### src/rtl/cpu_pkg.sv
// cpu_pkg: shared definitions for the 8-bit core (flag indices, vectors, interrupt-entry states)
package cpu_pkg;
    localparam int FLAG_Z = 3;
    localparam int FLAG_N = 2;
    localparam int FLAG_C = 1;
    localparam int FLAG_V = 0;
    localparam logic [7:0] VEC_RESET = 8'h00;
    localparam logic [7:0] VEC_INTR = 8'h01;
    typedef enum logic [2:0] {IDLE, DRAIN, PUSH, VEC, LOAD} ie_state_t;
endpackage

### src/rtl/intr_edge_sync.sv
// intr_edge_sync: two-flop synchronizer plus rising-edge detector producing a one-cycle pulse
module intr_edge_sync (
    input  logic clk,
    input  logic rst,
    input  logic async_in,
    output logic pulse
);
    logic s1, s2, e;
    // Kept running through reset so a level already high at release is not seen as an edge
    always_ff @(posedge clk) begin
        s1 <= async_in;
        s2 <= s1;
        e  <= s2;
    end
    assign pulse = s2 & ~e & ~rst;
endmodule

### src/rtl/intr_entry_seq.sv
// intr_entry_seq: interrupt-entry sequencer that pushes the return PC, vectors, and restores flags on RTI
module intr_entry_seq
    import cpu_pkg::*;
#(
    parameter int DW = 8,
    parameter int FW = 4,
    parameter logic [DW-1:0] VEC_ADDR = DW'(VEC_INTR)
) (
    input  logic          clk,
    input  logic          rst,
    input  logic          intr_in,
    input  logic [DW-1:0] pc_next,
    input  logic [FW-1:0] flags_in,
    input  logic [DW-1:0] sp_in,
    input  logic          boundary,
    input  logic          rti_commit,
    input  logic          mem_ack,
    input  logic [DW-1:0] mem_rdata,
    output logic          stall_req,
    output logic          mem_req,
    output logic          mem_we,
    output logic [DW-1:0] mem_addr,
    output logic [DW-1:0] mem_wdata,
    output logic          sp_we,
    output logic [DW-1:0] sp_wdata,
    output logic          pc_load,
    output logic [DW-1:0] pc_load_val,
    output logic          flags_restore,
    output logic [FW-1:0] flags_restore_val,
    output logic          in_service
);
    ie_state_t state;
    logic edge_p, pending;
    logic [DW-1:0] ret_pc, sp_q, vec_q;
    logic [FW-1:0] fshadow;
    intr_edge_sync u_sync (.clk(clk), .rst(rst), .async_in(intr_in), .pulse(edge_p));
    assign stall_req   = state != IDLE;
    assign mem_req     = state == PUSH || state == VEC;
    assign mem_we      = state == PUSH;
    assign mem_addr    = state == PUSH ? sp_q : state == VEC ? VEC_ADDR : '0;
    assign mem_wdata   = state == PUSH ? ret_pc : '0;
    assign pc_load     = state == LOAD;
    assign pc_load_val = state == LOAD ? vec_q : '0;
    always_ff @(posedge clk) begin
        if (rst) begin
            state             <= IDLE;
            pending           <= 1'b0;
            in_service        <= 1'b0;
            ret_pc            <= '0;
            sp_q              <= '0;
            vec_q             <= '0;
            fshadow           <= '0;
            sp_we             <= 1'b0;
            sp_wdata          <= '0;
            flags_restore     <= 1'b0;
            flags_restore_val <= '0;
        end else begin
            sp_we         <= 1'b0;
            flags_restore <= 1'b0;
            // An edge landing in LOAD belongs to the next service, so it survives the clear
            pending       <= edge_p | (pending & state != LOAD);
            if (state == LOAD)
                in_service <= 1'b1;
            else if (rti_commit && in_service) begin
                in_service        <= 1'b0;
                flags_restore     <= 1'b1;
                flags_restore_val <= fshadow;
            end
            case (state)
                IDLE:  if (pending && !in_service) state <= DRAIN;
                DRAIN: if (boundary) begin
                    ret_pc  <= pc_next;
                    fshadow <= flags_in;
                    sp_q    <= sp_in;
                    state   <= PUSH;
                end
                PUSH:  if (mem_ack) begin
                    sp_we    <= 1'b1;
                    sp_wdata <= sp_q - DW'(1);
                    state    <= VEC;
                end
                VEC:   if (mem_ack) begin
                    vec_q <= mem_rdata;
                    state <= LOAD;
                end
                default: state <= IDLE;
            endcase
        end
    end
endmodule

### config.mk
export PLATFORM = sky130hd
export DESIGN_NAME = intr_entry_seq
export DESIGN_NICKNAME = d
export VERILOG_FILES = /design/src/rtl/cpu_pkg.sv /design/src/rtl/intr_edge_sync.sv /design/src/rtl/intr_entry_seq.sv
export SDC_FILE = /design/constraint.sdc
export NUM_CORES = 1
export LEC_CHECK = 0
export CAP_MARGIN = 20
export CORE_ASPECT_RATIO = 0.7
export CORE_UTILIZATION = 43
export CTS_CLUSTER_DIAMETER = 30
export DETAILED_ROUTE_END_ITERATION = 10
export HOLD_SLACK_MARGIN = 0.1
export PLACE_DENSITY = 0.84
export SLEW_MARGIN = 25
export SYNTH_ARGS = -nofsm -noshare
export SYNTH_HDL_FRONTEND = slang
export SYNTH_SLANG_ARGS = --single-unit
### constraint.sdc
create_clock -name clk -period 2.4 [get_ports clk]
set_input_delay 0.48 -clock clk [delete_from_list [all_inputs] [get_ports clk]]
set_output_delay 0.48 -clock clk [all_outputs]
set_load 0.1 [all_outputs]
==> results.py <==
metrics = {
    "placed_design": {
        "placement.io_buffers": 76,
        "dpl.hpwl_um": 3600,
        "dp_cells": 370,
        "routabilityCongestion": 0.795,
    },
    "route": {
        "drc": 14,
        "drt_iter0_drc": 86,
        "avgRoutedWirePerCell_um": 13.2,
        "drt_pre_antenna_iters": 7,
        "vias_per_cell": 5.10,
        "vias": 1927,
        "routed_wl_um": 5000,
        "ant_nets": 0,
    },
    "synth": {
        "synth_common_cells": "nand2_1 (58), dfxtp_1 (50), a21oi_1 (35)",
        "postSynthAreaPerCell_um2": 8.24,
        "synth_ff_type": "dfxtp_1",
        "synth_cells": 247,
        "ys_seq_area_share_pct": 49.2,
        "synth_edf_count": 0,
        "async_flop_share_pct": 0,
        "synth_area_um2": 2040,
        "yosysWarnings": 0,
        "synth_top_area_cell": "dfxtp_1",
        "synth_most_common_cell": "nand2_1",
        "synth_cell_types": 36,
        "synthTopCellsByArea": "dfxtp_1 (49%), nand2_1 (11%), a21oi_1 (8.6%)",
        "synth_nets": 282,
        "ys_ff_latch": 50,
        "synth_top_area_share_pct": 49.2,
    },
    "floorplanning": {
        "die_h_um": 59.6,
        "rows": 20,
        "io_pins": 77,
        "die_x_um": 84.2,
        "start_util_pct": 46.0,
        "coreArea_um2": 4430,
        "die_area_um2": 5020,
    },
    "sta": {
        "min_period_over_period_pct": 95.7,
        "final_max_slew_viol_count": 0,
        "setup_tns_ns": 0,
        "finClkSkew_ns": 0.00763,
        "period_minus_slack_ns": 2.30,
        "finalHoldViolCount": 0,
        "tightestPinTransition_ns": 0.879,
        "relSlewSlack_pct": 41.4,
        "rsz0062_at_grt": "no",
        "timing.fmax_mhz": 436,
        "finalSetupViolCount": 0,
    },
    "grt": {
        "grt_pass1_vias": 1771,
        "track_usage_pct": 21.1,
        "grt_pass1_wl_um": 8160,
        "antenna_found_initial": 0,
        "gr-total-overflow": 0,
        "grt_max_degree": 48,
    },
    "worst_setup_path": {
        "reg2reg_from": "sp_q[2]$_SDFFE_PP0P_",
        "setup.worst_path.start_class": "register",
        "required_ns": 1.92,
        "crit_path_end_kind": "output pin",
        "crit_end": "pc_load_val[4]",
        "critPathKind": "reg2out",
        "rr_worst_depth": 3,
        "cp_max_fo": 14,
        "crit_arrival_ns": 1.82,
        "startpoint": "state[0]$_SDFFE_PP0P_",
        "r2r_slack_ns": 0.74,
        "r2r_end": "sp_wdata[7]$_SDFFE_PP0P_",
    },
    "cts": {
        "cts_buffer_depth": 2,
        "numCtsBuffers": 5,
        "cts_tree": "built",
        "cts.clk_slew.worst_paths_ns": 0.09,
        "clock_sinks": 50,
        "h-tree-depth": 2,
        "worstSkewPairLatency_ns": 0.31,
        "cts_root_buf": "clkbuf_8",
    },
    "final_layout": {
        "area_growth_pct": 60.1,
        "diodes": 0,
        "layout.nets": 357,
        "final_layout_size_suffix_gt1_share_pct": 28.5,
        "instances_no_fill": 378,
    },
    "pwr": {
        "power.density_nw_per_um2": 512,
        "vdd_ir_drop_max_v": 0.000469,
        "leakage_uw": 0.00124,
    },
    "outcome": {
        "violations": "DRC",
        "outcome": "finished, violations left",
    },
    "job": {
        "drv_cap": 0,
    },
    "hold_path": {
        "hold_class": "reg2reg",
    },
}
==> logic make-up after synthesis <==
group / after synthesis / synth area share, %
compound gates: 53 / 14.8
fa+ha+maj: 1 / 0.615
simple gates: 118 / 29.3
xor+xnor: 2 / 0.861
buf+inv: 21 / 4.30
flops: 50 / 49.2
mux: 2 / 1.04
==> stage by stage <==
stage          hold slack [ns]  power (uW)  setup WS [ns]  area [um2]  utilization [%]
6_report                 0.335        1670          0.104        3260             73.6
5_1_grt                  0.357        1740         0.0234        3260             73.6
4_1_cts                  0.335        1680         0.0801        3260             73.6
3_5_place_dp             0.312        1190          0.290        3170             71.5
3_3_place_gp             0.313        1190          0.320        3170             71.5
2_1_floorplan            0.310        1070         0.0216        2110                -
==> placed cells by master (no fill, tap or decap), drive strengths merged <==
cell            n
a2111oi         1
a211oi          3
a21oi          35
a221oi          1
a311oi          4
and2           23
and3b           1
and4b           1
buf            53
clkbuf          5
clkdlybuf4s50  32
clkinv          2
clkinvlp        2
dfxtp          50
ha              1
inv             3
mux2            1
mux2i           1
nand2          58
nand2b          1
nand4           4
nand4b          1
nand4bb         1
nor2           11
nor2b           4
nor3            2
nor3b           1
nor4bb          2
o21a            1
o21ai           7
o31ai           1
or3             5
or3b            1
or4             2
xnor2           2
==> per-layer routing <==
layer	track usage, %	part of all wire [%]	vias up
met5	0	0	-
met2	32.4	43	79
met3	6.82	8.2	7
li1	-	-	979
met1	27.1	47	862
met4	10.6	1.1	0
==> what timing repair did <==
item / 4_1_cts / 5_1_grt
resized for setup: 1 / 0
buffers inserted: 0 / 0
endpoints found under the setup margin: 8 / 0
hold buffers: 0 / 0
==> area by class of cell <==
cell class	count	area (um2)
clock buffer	5	68.8
tap	55	68.8
sequential	50	1000
fill	313	1170
clock inverter	3	21.3
inverter	4	18.8
multi-input combinational	176	1030
timing repair buffer	85	1050
==> worst min-delay path by stage <==
stage / from / slack (ns) / to / depth (start not counted)
global placement: u_sync.s1$_DFF_P_ / 0.31 / u_sync.s2$_DFF_P_ / 0
finish: u_sync.s1$_DFF_P_ / 0.33 / u_sync.s2$_DFF_P_ / 0
CTS: u_sync.s1$_DFF_P_ / 0.33 / u_sync.s2$_DFF_P_ / 0
floorplan: u_sync.s1$_DFF_P_ / 0.31 / u_sync.s2$_DFF_P_ / 0
global route: u_sync.s1$_DFF_P_ / 0.36 / u_sync.s2$_DFF_P_ / 0
detailed placement: u_sync.s1$_DFF_P_ / 0.31 / u_sync.s2$_DFF_P_ / 0
==> flip-flops by register name, indices dropped and copies added, names as in the netlist, 3 cells and up <==
register,flops
ret_pc,8
sp_q,8
sp_wdata,8
vec_q,8
flags_restore_val,4
fshadow,4
state,3
==> power breakdown <==
part	switching (uW)	total [uW]	internal (uW)	leakage, uW
clock	288	493	205	0.0000441
combinational	176	303	126	0.000788
sequential	17.4	873	855	0.000405
total	482	1670	1190	0.00124
==> critical path, cell delays in order, from the launching register on <==
cell and delay, ns:
dfxtp_1 0.32, or3b_2 0.56, clkinvlp_4 0.26, and2_4 0.20, buf_12 0.17
No activity file was read; power rests on OpenSTA's default activity.
